**config.mk**
```make
export PLATFORM = sky130hd
export DESIGN_NAME = c2f_sched
export DESIGN_NICKNAME = d
export VERILOG_FILES = /design/src/rtl/c2f_sched.sv
export SDC_FILE = /design/constraint.sdc
export NUM_CORES = 1
export LEC_CHECK = 0
export BUFFER_PORTS_ARGS = -buffer_cell sky130_fd_sc_hd__buf_2
export CORE_UTILIZATION = 51
export DETAILED_ROUTE_END_ITERATION = 8
export MAX_ROUTING_LAYER = met4
export PLACE_DENSITY = 0.86
export REMOVE_ABC_BUFFERS = 1
export SLEW_MARGIN = 10
export SYNTH_ARGS = -nofsm -noshare
export SYNTH_HDL_FRONTEND = slang
export SYNTH_SLANG_ARGS = --single-unit
```
**constraint.sdc**
```tcl
create_clock -name clk -period 5.5 [get_ports clk]
set_input_delay 0.55 -clock clk [delete_from_list [all_inputs] [get_ports clk]]
set_output_delay 0.55 -clock clk [all_outputs]
set_load 0.005 [all_outputs]
```
**src/rtl/c2f_sched.sv**
```systemverilog
// c2f_sched
// Runs one C2f stage (cv1 -> N bottlenecks -> concat -> cv2) as a fixed list of
// 2+2N commands on a single shared conv engine. The concat region is laid out
// so that cv1 writes x1/x2 into slots 0/1 and each bottleneck writes its result
// into the next slot. The final cv2 then reads slots 0..N+1 as one contiguous
// (2+N)*MID_CH-channel map, so the concat needs no data movement.
//
// Ports
//   clk, rst_n      clock, asynchronous active-low reset
//   start           one-cycle request to run the stage (ignored while busy)
//   busy            high from the cycle after an accepted start until done
//   done            one-cycle pulse when the last op (cv2) completes
//   err             sticky protocol error (eng_done outside WAIT), cleared by
//                   the next accepted start
//   eng_valid/ready command handshake towards the conv engine
//   eng_k           kernel size (1 or 3), padding k/2, stride 1
//   eng_in_ch/out_ch channel counts of the command
//   eng_src/dst     feature-buffer base addresses of the command
//   eng_done        engine finished the last accepted command
//
// Optional build macro C2F_SCHED_PERF_EN adds:
//   perf_cycles     busy cycles of the last run (saturating)
//   perf_stall      cycles spent in ISSUE with eng_ready low (saturating)
module c2f_sched #(
  parameter int IN_CH     = 1,
  parameter int OUT_CH    = 1,
  parameter int MID_CH    = 1,
  parameter int N         = 1,
  parameter int MAP_WORDS = 1,
  parameter int ADDR_W    = 20,
  parameter int CH_W      = 12,
  parameter int IN_BASE   = 0,
  parameter int CAT_BASE  = 0,
  parameter int TMP_BASE  = 0,
  parameter int OUT_BASE  = 0
) (
  input  logic              clk,
  input  logic              rst_n,
  input  logic              start,
  output logic              busy,
  output logic              done,
  output logic              err,
  output logic              eng_valid,
  input  logic              eng_ready,
  output logic [1:0]        eng_k,
  output logic [CH_W-1:0]   eng_in_ch,
  output logic [CH_W-1:0]   eng_out_ch,
  output logic [ADDR_W-1:0] eng_src,
  output logic [ADDR_W-1:0] eng_dst,
`ifdef C2F_SCHED_PERF_EN
  input  logic              eng_done,
  output logic [31:0]       perf_cycles,
  output logic [31:0]       perf_stall
`else
  input  logic              eng_done
`endif
);

  // Op index needs to reach 2+2*4-1 = 9.
  localparam int OP_W = 4;

  // Elaboration-time range checks, done in 64-bit arithmetic.
  localparam longint unsigned ADDR_LIM   = 64'd1 << ADDR_W;
  localparam longint unsigned CH_LIM     = 64'd1 << CH_W;
  localparam longint unsigned SLOT_L     = 64'(MID_CH) * 64'(MAP_WORDS);
  localparam longint unsigned MAX_SLOT_L = 64'(CAT_BASE) + 64'(N + 1) * SLOT_L;
  localparam longint unsigned CAT_CH_L   = 64'(N + 2) * 64'(MID_CH);

  localparam logic [ADDR_W-1:0] SLOT_A    = ADDR_W'(SLOT_L);
  localparam logic [ADDR_W-1:0] IN_A      = ADDR_W'(IN_BASE);
  localparam logic [ADDR_W-1:0] CAT_A     = ADDR_W'(CAT_BASE);
  localparam logic [ADDR_W-1:0] TMP_A     = ADDR_W'(TMP_BASE);
  localparam logic [ADDR_W-1:0] OUT_A     = ADDR_W'(OUT_BASE);
  localparam logic [CH_W-1:0]   IN_C      = CH_W'(IN_CH);
  localparam logic [CH_W-1:0]   OUT_C     = CH_W'(OUT_CH);
  localparam logic [CH_W-1:0]   MID_C     = CH_W'(MID_CH);
  localparam logic [CH_W-1:0]   CV1_OUT_C = CH_W'(2 * MID_CH);
  localparam logic [CH_W-1:0]   CAT_C     = CH_W'(CAT_CH_L);
  localparam logic [OP_W-1:0]   LAST_OP   = OP_W'(2 * N + 1);

  if ((N < 1) || (N > 4)) begin : g_bad_n
    $error("c2f_sched: N=%0d is outside 1..4", N);
  end

  if ((64'(IN_BASE) >= ADDR_LIM) || (64'(TMP_BASE) >= ADDR_LIM) ||
      (64'(OUT_BASE) >= ADDR_LIM) || (MAX_SLOT_L >= ADDR_LIM)) begin : g_bad_addr
    $error("c2f_sched: a base or concat slot address does not fit in ADDR_W=%0d", ADDR_W);
  end

  if ((64'(IN_CH) >= CH_LIM) || (64'(OUT_CH) >= CH_LIM) ||
      (64'(2 * MID_CH) >= CH_LIM) || (CAT_CH_L >= CH_LIM)) begin : g_bad_ch
    $error("c2f_sched: a channel count does not fit in CH_W=%0d", CH_W);
  end

  typedef struct packed {
    logic [1:0]        k;
    logic [CH_W-1:0]   in_ch;
    logic [CH_W-1:0]   out_ch;
    logic [ADDR_W-1:0] src;
    logic [ADDR_W-1:0] dst;
  } cmd_t;

  localparam int   CMD_BITS = 2 + 2 * CH_W + 2 * ADDR_W;
  localparam cmd_t CMD_ZERO = cmd_t'({CMD_BITS{1'b0}});

  typedef enum logic [1:0] {
    S_IDLE  = 2'd0,
    S_ISSUE = 2'd1,
    S_WAIT  = 2'd2,
    S_DONE  = 2'd3
  } state_t;

  state_t          state_r;
  logic [OP_W-1:0] op_r;
  cmd_t            cmd_r;
  logic            busy_r;
  logic            done_r;
  logic            err_r;
  logic            valid_r;

  // Command fields for one op index. Ops 1..2N alternate bottleneck cv1
  // (slot(1+i) -> TMP) and cv2 (TMP -> slot(2+i)); with rel = op-1 the slot
  // touched by either half is (rel>>1) + 1 + rel[0].
  function automatic cmd_t decode(input logic [OP_W-1:0] op);
    cmd_t            c;
    logic [OP_W-1:0] rel;
    logic [OP_W-1:0] idx;
    logic [ADDR_W-1:0] sl;
    c   = CMD_ZERO;
    rel = op - 4'd1;
    idx = (rel >> 1) + 4'd1 + {3'b000, rel[0]};
    sl  = CAT_A + SLOT_A * ADDR_W'(idx);
    if (op == 4'd0) begin
      c.k      = 2'd1;
      c.in_ch  = IN_C;
      c.out_ch = CV1_OUT_C;
      c.src    = IN_A;
      c.dst    = CAT_A;
    end else if (op == LAST_OP) begin
      c.k      = 2'd1;
      c.in_ch  = CAT_C;
      c.out_ch = OUT_C;
      c.src    = CAT_A;
      c.dst    = OUT_A;
    end else begin
      c.k      = 2'd3;
      c.in_ch  = MID_C;
      c.out_ch = MID_C;
      if (rel[0] == 1'b0) begin
        c.src = sl;
        c.dst = TMP_A;
      end else begin
        c.src = TMP_A;
        c.dst = sl;
      end
    end
    return c;
  endfunction

  // Sequencer: walks the op list, issues each command and waits for completion.
  always_ff @(posedge clk or negedge rst_n) begin
    if (!rst_n) begin
      state_r <= S_IDLE;
      op_r    <= 4'd0;
      cmd_r   <= CMD_ZERO;
      busy_r  <= 1'b0;
      done_r  <= 1'b0;
      err_r   <= 1'b0;
      valid_r <= 1'b0;
    end else begin
      done_r <= 1'b0;
      case (state_r)
        S_IDLE: begin
          if (start) begin
            state_r <= S_ISSUE;
            op_r    <= 4'd0;
            busy_r  <= 1'b1;
            valid_r <= 1'b1;
            cmd_r   <= decode(4'd0);
            // A completion arriving in the same cycle is still spurious.
            err_r   <= eng_done;
          end else if (eng_done) begin
            err_r <= 1'b1;
          end
        end
        S_ISSUE: begin
          // No command is outstanding here, so any completion is spurious,
          // including one that coincides with the handshake.
          if (eng_done) begin
            err_r <= 1'b1;
          end
          if (eng_ready) begin
            state_r <= S_WAIT;
            valid_r <= 1'b0;
            cmd_r   <= CMD_ZERO;
          end
        end
        S_WAIT: begin
          if (eng_done) begin
            if (op_r == LAST_OP) begin
              state_r <= S_DONE;
              busy_r  <= 1'b0;
              done_r  <= 1'b1;
            end else begin
              state_r <= S_ISSUE;
              op_r    <= op_r + 4'd1;
              valid_r <= 1'b1;
              cmd_r   <= decode(op_r + 4'd1);
            end
          end
        end
        S_DONE: begin
          state_r <= S_IDLE;
        end
        default: begin
          state_r <= S_IDLE;
          busy_r  <= 1'b0;
          valid_r <= 1'b0;
          cmd_r   <= CMD_ZERO;
        end
      endcase
    end
  end

`ifdef C2F_SCHED_PERF_EN
  logic [31:0] perf_cycles_r;
  logic [31:0] perf_stall_r;

  // Saturating run statistics, cleared on an accepted start, frozen while idle.
  always_ff @(posedge clk or negedge rst_n) begin
    if (!rst_n) begin
      perf_cycles_r <= 32'd0;
      perf_stall_r  <= 32'd0;
    end else if ((state_r == S_IDLE) && start) begin
      perf_cycles_r <= 32'd0;
      perf_stall_r  <= 32'd0;
    end else begin
      if (busy_r && (perf_cycles_r != 32'hFFFF_FFFF)) begin
        perf_cycles_r <= perf_cycles_r + 32'd1;
      end
      if ((state_r == S_ISSUE) && !eng_ready && (perf_stall_r != 32'hFFFF_FFFF)) begin
        perf_stall_r <= perf_stall_r + 32'd1;
      end
    end
  end

  assign perf_cycles = perf_cycles_r;
  assign perf_stall  = perf_stall_r;
`endif

  assign busy       = busy_r;
  assign done       = done_r;
  assign err        = err_r;
  assign eng_valid  = valid_r;
  assign eng_k      = cmd_r.k;
  assign eng_in_ch  = cmd_r.in_ch;
  assign eng_out_ch = cmd_r.out_ch;
  assign eng_src    = cmd_r.src;
  assign eng_dst    = cmd_r.dst;

endmodule

```
# Word-level counts from Yosys, hierarchy flattened
# Index checks and enable logic that the tools add are counted.
dict set report totals {
  regBits 76
  inputBits 5
  out_inout_bits 70
  word_cells 65
}
dict set report classes {
  n_addsub 4
  eq_ne 10
  mux 31
  reduce_logical 9
}
# op count
set op_table {}
lappend op_table {{$mux 66} 6}
lappend op_table {{$pmux 66 s3} 1}
lappend op_table {{$mux 24} 1}
lappend op_table {{$mux 4} 3}
lappend op_table {{$mux 1} 11}
lappend op_table {{$ne 2x2->1 const B} 5}
lappend op_table {{$eq 4x2->1 const B} 2}
lappend op_table {{$mux 2} 4}
lappend op_table {{$pmux 2 s4} 1}
lappend op_table {{$pmux 4 s2} 1}
lappend op_table {{$reduce_and 4->1} 2}
lappend op_table {{$reduce_and 5->1} 1}
lappend op_table {{$add 3x1->4 const B} 1}
lappend op_table {{$add 4x1->4} 1}
lappend op_table {{$add 4x1->4 const B} 1}
lappend op_table {{$eq 2x2->1 const B} 2}
lappend op_table {{$logic_not 4->1} 1}
lappend op_table {{$pmux 1 s2} 2}
lappend op_table {{$reduce_bool 2->1} 2}
lappend op_table {{$sub 4x1->4 const B} 1}
lappend op_table {{$pmux 1 s3} 1}
lappend op_table {{$reduce_and 3->1} 1}
lappend op_table {{$reduce_bool 3->1} 1}
lappend op_table {{$eq 2x1->1 const B} 1}
lappend op_table {{$logic_not 2->1} 1}

# Longest topological paths before layout
# Gate-level depths: netlist of run 1.
dict set report logic_depth {
  word_depth 10
  mapped_depth 9
  mapped_depth_nobuf 7
}

# Least setup slack after synthesis of run 1
# Ideal clock, no wire load.
dict set report synth_path {
  path_type {reg-to-reg}
  from {reg state_r[0]}
  to {reg cmd_r (netlist bit eng_dst[3])}
  arrival_ns 2.269
  t_required_ns 5.424
  path_slack_ns 3.155
  stages_incl_launch_ff 8
  period_less_slack_ns 2.345
  path_cell_list {dfrtp_1 inv_1 ha_1 a222oi_1 or3b_1 clkbuf_1 or4_4 o21ai_1}
}
dict set report synth_via {
  elab_chain_cells 3
  word_cells_on_any_way 10
  classes_between {eq/ne (6); mux (1); reduce/logical (3)}
}
# element line
set synth_rtl {}
lappend synth_rtl {{from (decl)} 113} ;# state_t state_r;
lappend synth_rtl {{from (signal assigned)} 163} ;# state_r <= S_IDLE;
lappend synth_rtl {{from (signal assigned)} 175} ;# state_r <= S_ISSUE;
lappend synth_rtl {{from (signal assigned)} 193} ;# state_r <= S_WAIT;
lappend synth_rtl {{$eq 2x2->1, or another cell as far along} 172} ;# case (state_r)
lappend synth_rtl {{$ne 2x2->1 (no line) or $reduce_bool 3->1 (tied branches)} n/a}
lappend synth_rtl {{$reduce_and 5->1 (no line)} n/a}
lappend synth_rtl {{to (signal assigned)} 179} ;# cmd_r <= decode(4'd0);
lappend synth_rtl {{to (signal assigned)} 208} ;# cmd_r <= decode(op_r + 4'd1);
lappend synth_rtl {{to (decl)} 115} ;# cmd_t cmd_r;
# Parallel ways exist; a longest one is shown, timed or not.
# A chain may end at the register's enable or synchronous reset.

# Worst setup path in the final report of run 1
dict set report layout_path {
  from {reg state_r[0]}
  to {reg cmd_r (netlist bit eng_dst[2])}
}
# Same word-level chain as after synthesis.

==> reports/qor.txt, run 1 <==
Top Ports: 75
Slew @ Worst Pin: 0.6590 ns
grt total ovfl: 0
Synth-to-Final Area Change: -2.666%
most instantiated cells after synthesis: buf_4 (53), dfrtp_1 (23), nand2_1 (15)
Final Util: 52.38%
final wirelength: 2458 um
syn avg cell area: 8.785 um2
RR Startpoint: state_r[0]
Final Hold Fails: 0
Total GRT Usage: 15.82%
sw frac: 43.43%
final HPWL from detailed placement: 1812 um
unrepaired setup endpoints after global routing: false
Slew HR: 56.06%
Seq pwr share: 39.7%
Initial Util: 53.81%
largest area contributor in the netlist: dfrtp_1
CP Class: register to register
status: completed
area of the multi-input gates: 793.3 um2
routed vias/inst: 4.437
fin nets: 219
Period minus WS final: 2.983 ns
post_cts resized: 0
Hold Path Class: primary input to async pin
via count: 1096
clock latency on the worst-skew pair: 0.31 ns
Worst-path clk slew: 0.13 ns
Post-CTS Hold Fix Bufs: 0
Synth cell types: 37
layout cells sized above 1: 13.79%
main flop type after synthesis: dfrtp_1
Clock Tree Buf Depth: 2
WP data arrival: 3.22 ns
EDFF count, synth: 0
category of the worst setup path launch point: register
top cells by area, synth: dfrtp_1 (35%), buf_4 (24%), ha_1 (7.6%)
Cell Pwr Density: 385.7 nW/um2
DRT Pass-1 Iters: 4
NetSw: 267.8 uW
FF+latch area: 575.6 um2
clock sink count: 23
Warnings, synthesis: 0
LEAKAGE: 0.0008813 uW
combinational power share: 47.7%
setup TNS: 0 ns
Layout Skew: 0.004644 ns
Clock Power Share: 12.6%
post-synthesis sequential area ratio: 35.03%
Post-CTS Setup Inserts: 0
Die X: 58.76 um
Final Setup Violations: 0
DRC Markers: 0
Final Wtd Congestion: 0.8774
vias in the first global route: 939
initial antenna violation count: 0
CP Launch Point: state_r[0]
Max Fclk: 0.3352 GHz
number of DRC markers in iteration 0: 44
Die Span Y: 58.76 um
core area: 3053 um2
die area: 3452 um2
# Max-Cap Violations: 0
register bit count reported by yosys: 23
first-pass GRT wire length: 4057 um
Placement Rows: 20
root buffer selected by CTS: clkbuf_4
DRT antenna net count: 0
Synth async-reset ratio: 100.0%
CTS buffer count: 3
largest net degree at the start of global routing: 24
Worst Path Max Fanout: 23
final slew viol count: 0
Post-Syn Area: 1643 um2
Avg WL per Cell: 9.951 um
IO buf count: 22
leading cell type by number of instances after synthesis: buf_4
Final Cycle Share: 54.24%
filler instances: 285
maximum vdd drop: 0.0001173 V
Yosys top cell area share: 35.03%
Antenna diodes: 0
CP Capture Type: register
Critical Path RT: 5.74 ns
Gate Count Post-Synth: 187
internal power: 348.9 uW
H-tree depth: 1
CTS tree: done
## kinds of logic after synthesis
| logic type | share of synthesized area, % |
|---|---|
| and+or+nand+nor | 13.56 |
| buffers and inverters | 28.33 |
| other | 0.2283 |
| AOI/OAI and AO/OA | 11.88 |
| DFF | 35.03 |
| xor gates and xnor gates | 2.133 |
| adders and majority gates | 7.616 |
| muxes | 1.219 |
## critical path: stages (launching register included)
cell	delay, ns
dfrtp_1	0.46
inv_1	0.09
ha_1	0.34
a222oi_1	0.58
or3b_1	0.70
or4_4	0.59
o21ai_1	0.15
## registers in the layout, indices dropped and copies added (netlist names), 2 cells and up
name        cells
eng_dst         4
eng_k           2
eng_out_ch      2
eng_src         4
op_r            4
state_r         2
## final timing paths
check                        endpoint  slack [ns]  cells after the start
max in group asynchronous        busy        4.98                      1
max                        eng_dst[2]        2.52                      6
max reg2reg                eng_dst[2]        2.52                      6
min reg2reg                eng_src[0]        0.49                      2
min in group clk           eng_src[0]        0.49                      2
min                        eng_dst[1]        0.19                      1
## area by class of cell
cell class / instances / share of cell area (%)
Tap cell: 44 / 3.443
Sequential cell: 23 / 35.99
Clock inverter: 1 / 0.3130
Multi-Input combinational cell: 144 / 49.61
Clock buffer: 3 / 1.408
Timing Repair Buffer: 22 / 6.886
Inverter: 10 / 2.347
## power groups by stage
| stage | Clock (uW) | Combinational (uW) | Sequential [uW] |
|---|---|---|---|
| 6_report | 77.9 | 294 | 245 |
| 3_5_place_dp | 0 | 294 | 247 |
| 3_3_place_gp | 0 | 286 | 247 |
| 2_1_floorplan | 0 | 210 | 247 |
| 4_1_cts | 80.9 | 294 | 244 |
| 5_1_grt | 86.9 | 342 | 252 |
## per-stage QoR
stage          hold slack [ns]  cell area (um2)  cells  power, uW  setup WS [ns]
2_1_floorplan           0.2544             1406    177      456.8          2.858
5_1_grt                 0.2149             1599    247      680.2          2.322
3_5_place_dp            0.4642             1572    243      541.1          2.538
4_1_cts                 0.2004             1599    247      619.6          2.538
3_3_place_gp            0.4597             1572    243      533.1          2.672
6_report                0.1874             1599    247      616.7          2.517
## layer usage
| metal | vias up | part of all wire, % | routed length [um] | track usage, % |
|---|---|---|---|---|
| met5 | - | 0 | 0 | - |
| met4 | 0 | 1.4 | 34 | 7.143 |
| met3 | 4 | 5.3 | 130 | 2.418 |
| met2 | 51 | 48 | 1180 | 25.16 |
| met1 | 497 | 45 | 1113 | 19.83 |
| li1 | 544 | - | - | - |
## layout by cell type, fill, tap and decap left out, types with 2 or more instances in the layout
cell type,netlist,final
o21ai_0,8,8
nand3_1,5,5
a21o_1,2,2
a21oi_1,6,6
xnor2_1,3,3
clkbuf_4,0,3
ha_1,10,10
inv_1,9,9
nor2_1,12,12
conb_1,1,52
mux2i_1,2,2
buf_2,0,22
o21ai_1,2,2
dfrtp_1,23,23
nor3_1,3,3
nand2_1,15,15
a22o_1,3,3
o31ai_1,3,3
Power figures use the tool's default switching activity.
==> run 2, diff against run 1 <==
--- a/config.mk
+++ b/config.mk
@@ -6,10 +6,10 @@
 export NUM_CORES = 1
 export LEC_CHECK = 0
 export BUFFER_PORTS_ARGS = -buffer_cell sky130_fd_sc_hd__buf_2
-export CORE_UTILIZATION = 51
+export CORE_UTILIZATION = 47
 export DETAILED_ROUTE_END_ITERATION = 8
 export MAX_ROUTING_LAYER = met4
-export PLACE_DENSITY = 0.86
+export PLACE_DENSITY = 0.8
 export REMOVE_ABC_BUFFERS = 1
 export SLEW_MARGIN = 10
 export SYNTH_ARGS = -nofsm -noshare
==> constraint.sdc (replaced) <==
create_clock -name clk -period 3 [get_ports clk]
set_input_delay 0.3 -clock clk [delete_from_list [all_inputs] [get_ports clk]]
set_output_delay 0.3 -clock clk [all_outputs]
set_load 0.005 [all_outputs]
==> reports/qor.txt, run 2 (synthesis gave the netlist of run 1 again) <==
largest net degree at the start of global routing: 24 (unchanged)
commonest non-fill, non-tap cell in the layout: conb_1
clock latency on the worst-skew pair: 0.32 ns (about the same)
Register-to-Register Path Depth: 7 (+1)
routed vias/inst: 4.528 (+2.0%)
via count: 1141 (+4.1%)
Setup WS pre-CTS: 0.3735 ns (-2.165 ns)
Post-CTS Setup Inserts: 0 (unchanged)
Critical Path RT: 3.26 ns (-2.48 ns)
Synth-to-Final Area Change: -0.9901%
Hold Path Class: primary input to register
core area: 3337 um2 (+9.3%)
Clock Tree Buf Depth: 2 (unchanged)
Top delay family on crit path: simple AND/OR/NAND/NOR gates
clock sink count: 23 (unchanged)
first-pass GRT wire length: 4167 um (+2.7%)
filler instances: 339 (+19%)
Total GRT Usage: 15.88% (+0.063 points)
last element of the critical path: eng_dst[3]
placement-stage cell area: 1589 um2 (+1.1%)
Die Span Y: 61.12 um (+4.0%)
setup TNS: 0 ns (unchanged)
most frequent cells in the layout: conb_1 (52), dfrtp_1 (23), buf_2 (22)
IO buf count: 22 (unchanged)
initial antenna violation count: 0 (unchanged)
Critical Path Slowest Stage Cell: or4_4
CP Launch Point: state_r[0]
status: completed
DRT antenna net count: 0 (unchanged)
final slew viol count: 0 (unchanged)
DRC Markers: 0 (unchanged)
Max Fclk: 0.3772 GHz (+13%)
LEAKAGE: 0.0008950 uW (+1.5%)
Die X: 61.12 um (+4.0%)
H-tree depth: 1 (unchanged)
die area: 3736 um2 (+8.2%)
WP data arrival: 2.91 ns (-0.31 ns)
Final Wtd Congestion: 0.8721 (-0.60%)
CP Capture Type: register
Final Cycle Share: 88.37% (+34 points)
grt total ovfl: 0 (unchanged)
final wirelength: 2595 um (+5.6%)
vias in the first global route: 920 (-2.0%)
unrepaired setup endpoints after global routing: false
Slew @ Worst Pin: 0.6108 ns (-0.04824 ns)
number of DRC markers in iteration 0: 46 (+4.5%)
Cell Pwr Density: 723.5 nW/um2 (+88%)
Bufs and invs on worst path: 2 (+1)
Initial Util: 49.23% (-4.6 points)
layout cells sized above 1: 14.56% (+0.77 points)
RR Startpoint: state_r[0]
Avg WL per Cell: 10.30 um (+3.5%)
# Max-Cap Violations: 0 (unchanged)
Worst Path Max Fanout: 12 (-48%)
setup ws final: 0.3489 ns (-2.168 ns)
Worst-path clk slew: 0.13 ns (about the same)
Slew HR: 58.71% (+2.6 points)
maximum vdd drop: 0.0002144 V (+83%)
slowest stage delay, CP: 0.53 ns (-0.17 ns)
CTS tree: done
Period minus WS final: 2.651 ns (-0.3319 ns)
Antenna diodes: 0 (unchanged)
critical-path cell list: inv_1, ha_1, a222oi_1, buf_4, or3b_1, or4_4, o21ai_1
Final Hold Fails: 0 (unchanged)
register-to-register path setup slack: 0.35 ns (-2.17 ns)
Design Area, Final: 1627 um2 (+1.7%)
category of the worst setup path launch point: register
Top Ports: 75 (unchanged)
root buffer selected by CTS: clkbuf_4
total power: 1177 uW (+91%)
fin nets: 222 (+1.4%)
DRT Pass-1 Iters: 4 (unchanged)
Final Util: 48.74% (-3.6 points)
RR Endpoint: eng_dst[3]
CP Class: register to register
CTS buffer count: 3 (unchanged)
final HPWL from detailed placement: 1977 um (+9.1%)
Final Setup Violations: 0 (unchanged)
Crit path depth: 7 (+1)
Layout Skew: 0.007832 ns (+0.003188 ns)
Placement Rows: 21 (+5.0%)
[run 2: changes by cell type in the layout (fill, tap and decap cells not counted)]
cell           previous run  this run
buf_4                     0         2
dlygate4sd3_1             0         1
[run 2: final cells by class]
type,instances,area (um2),area share [%]
multi-input cells,144,793.3,48.77
repair buffers,25,135.1,8.308
clock inverters,1,5.005,0.3077
inverters,10,37.54,2.308
flip-flops and latches,23,575.6,35.38
clock buffers,3,22.52,1.385
well taps,46,57.56,3.538
[run 2: metrics by stage]
stage	hold WS [ns]	std cells
floorplan	0.004409	177
CTS	0.2590	252
global route	0.2373	252
finish	0.2605	252
global placement	0.2956	247
detailed placement	0.3004	247
[run 2: power breakdown]
group          internal (uW)  switching (uW)
sequential               385            64.8
clock                   49.9            93.9
combinational            229             354
total                    664             513
[run 2: worst min-delay path by stage]
stage	endpoint	cells after the start	start
6_report	err	3	eng_done
5_1_grt	done	3	eng_done
4_1_cts	done	3	eng_done
3_5_place_dp	busy	1	rst_n
3_3_place_gp	err	1	rst_n
2_1_floorplan	busy	0	rst_n
[run 2: layer usage]
layer	global-route usage [%]	part of all wire [%]	vias up
met5	-	0	-
met4	7.468	1.6	0
met3	3.782	5.8	5
met2	25.31	49	50
met1	18.87	44	536
li1	-	-	550
[run 2: repair_timing]
item / in CTS / in global routing
setup endpoints to repair: 0 / 0
resized for setup: 0 / 0
hold endpoints to repair: 23 / 0
hold buffers: 1 / 0
[run 2: worst register-to-register path, stage by stage (launching register included)]
cell,delay (ns)
dfrtp_1,0.46
inv_1,0.09
ha_1,0.34
a222oi_1,0.35
buf_4,0.18
or3b_1,0.50
or4_4,0.53
o21ai_1,0.14
==> run 3, diff against run 2 <==
--- a/config.mk
+++ b/config.mk
@@ -10,6 +10,7 @@
 export DETAILED_ROUTE_END_ITERATION = 8
 export MAX_ROUTING_LAYER = met4
 export PLACE_DENSITY = 0.8
+export RECOVER_POWER = 50
 export REMOVE_ABC_BUFFERS = 1
 export SLEW_MARGIN = 10
 export SYNTH_ARGS = -nofsm -noshare
==> reports/qor.txt, run 3 (synthesis gave the netlist of run 1 again) <==
Synth-to-Final Area Change: -1.371%
filler instances: 343 (+1.2%)
Slew @ Worst Pin: 1.212 ns (+0.6017 ns)
Final Hold Fails: 0 (unchanged)
Setup WS pre-CTS: 0.3735 ns (unchanged)
Worst Path Max Fanout: 12 (unchanged)
final HPWL from detailed placement: 1977 um (unchanged)
root buffer selected by CTS: clkbuf_4
clock sink count: 23 (unchanged)
CP Launch Point: state_r[0]
routed vias/inst: 4.520 (-0.18%)
LEAKAGE: 0.0008764 uW (-2.1%)
Hold Path Class: primary input to register
Die X: 61.12 um (unchanged)
via count: 1139 (-0.18%)
H-tree depth: 1 (unchanged)
number of DRC markers in iteration 0: 46 (unchanged)
category of the worst setup path launch point: register
fin nets: 222 (unchanged)
setup ws final: 0.3545 ns (+0.005634 ns)
commonest non-fill, non-tap cell in the layout: conb_1
Layout Skew: 0.008361 ns (+0.0005282 ns)
RR Startpoint: state_r[0]
largest net degree at the start of global routing: 24 (unchanged)
# Max-Cap Violations: 0 (unchanged)
worst min-delay path startpoint: eng_done
Die Span Y: 61.12 um (unchanged)
final wirelength: 2595 um (unchanged)
CP Capture Type: register
DRT Pass-1 Iters: 4 (unchanged)
Clock Tree Buf Depth: 2 (unchanged)
Period minus WS final: 2.646 ns (-0.005634 ns)
status: completed
final slew viol count: 0 (unchanged)
maximum vdd drop: 0.0002141 V (-0.18%)
total power: 1173 uW (-0.32%)
CTS tree: done
die area: 3736 um2 (unchanged)
Cell Pwr Density: 724.0 nW/um2 (about the same)
IO buf count: 22 (unchanged)
core area: 3337 um2 (unchanged)
Critical Path RT: 3.26 ns (about the same)
Post-CTS Setup Inserts: 0 (unchanged)
Final Wtd Congestion: 0.8721 (unchanged)
Final Util: 48.56% (-0.19 points)
Slew HR: 19.17% (-40 points)
setup TNS: 0 ns (unchanged)
layout cells sized above 1: 12.14% (-2.4 points)
CP Class: register to register
vias in the first global route: 920 (unchanged)
DRT antenna net count: 0 (unchanged)
Initial Util: 49.23% (unchanged)
unrepaired setup endpoints after global routing: false
Avg WL per Cell: 10.30 um (unchanged)
WP data arrival: 2.90 ns (about the same)
Final Setup Violations: 0 (unchanged)
Max Fclk: 0.3780 GHz (+0.21%)
Antenna diodes: 0 (unchanged)
Placement Rows: 21 (unchanged)
most frequent cells in the layout: conb_1 (52), dfrtp_1 (23), buf_2 (17)
CTS buffer count: 3 (unchanged)
initial antenna violation count: 0 (unchanged)
Final Cycle Share: 88.18% (-0.19 points)
first-pass GRT wire length: 4167 um (unchanged)
Top Ports: 75 (unchanged)
Worst-path clk slew: 0.13 ns (about the same)
DRC Markers: 0 (unchanged)
clock latency on the worst-skew pair: 0.32 ns (about the same)
Total GRT Usage: 15.88% (unchanged)
hold_ws: 0.2614 ns (+0.0008830 ns)
grt total ovfl: 0 (unchanged)
## run 3: layout make-up
class                   count  area [um2]  share of cell area [%]
multi-input cells         144       793.3                   48.96
flip-flops and latches     23       575.6                   35.52
repair buffers             25       128.9                   7.954
well taps                  46       57.56                   3.552
inverters                  10       37.54                   2.317
clock buffers               3       22.52                   1.390
clock inverters             1       5.005                  0.3089
## run 3: metal layers
layer	wire [um]	global-route usage, %	vias up	part of all wire [%]
met5	0	-	-	0
met4	42	7.468	0	1.6
met3	152	3.782	5	5.9
met2	1249	25.31	50	48
met1	1151	18.87	534	44
li1	-	-	550	-
## run 3: what timing repair did
item	4_1_cts	5_1_grt
endpoints found under the hold margin	23	0
hold buffers	1	0
gates resized for setup	0	0
## run 3: critical path: stages, from the launching register on
cell	delay [ns]
dfrtp_1	0.46
inv_1	0.09
ha_1	0.33
a222oi_1	0.35
buf_4	0.18
or3b_1	0.50
or4_4	0.53
o21ai_1	0.14
## run 3: stage by stage
stage,instances,cell area [um2]
5_1_grt,252,1620
2_1_floorplan,177,1406
4_1_cts,252,1627
3_3_place_gp,247,1589
6_report,252,1620
3_5_place_dp,247,1589
## run 3: power breakdown
part           leakage [uW]  switching [uW]  total, uW  internal, uW
logic              0.000558             354        579           226
clock network     0.0000177            93.6        143          49.9
registers          0.000301            65.4        450           385
## run 3: worst paths after layout
| check | cells past startpoint | slack [ns] | end |
|---|---|---|---|
| min reg2reg | 2 | 0.49 | eng_dst[1] |
| min in group asynchronous | 2 | 0.75 | eng_in_ch[1] |
| max | 7 | 0.35 | eng_dst[3] |
| min | 3 | 0.26 | err |
| max in group asynchronous | 2 | 1.54 | eng_dst[1] |
| max reg2reg | 7 | 0.35 | eng_dst[3] |
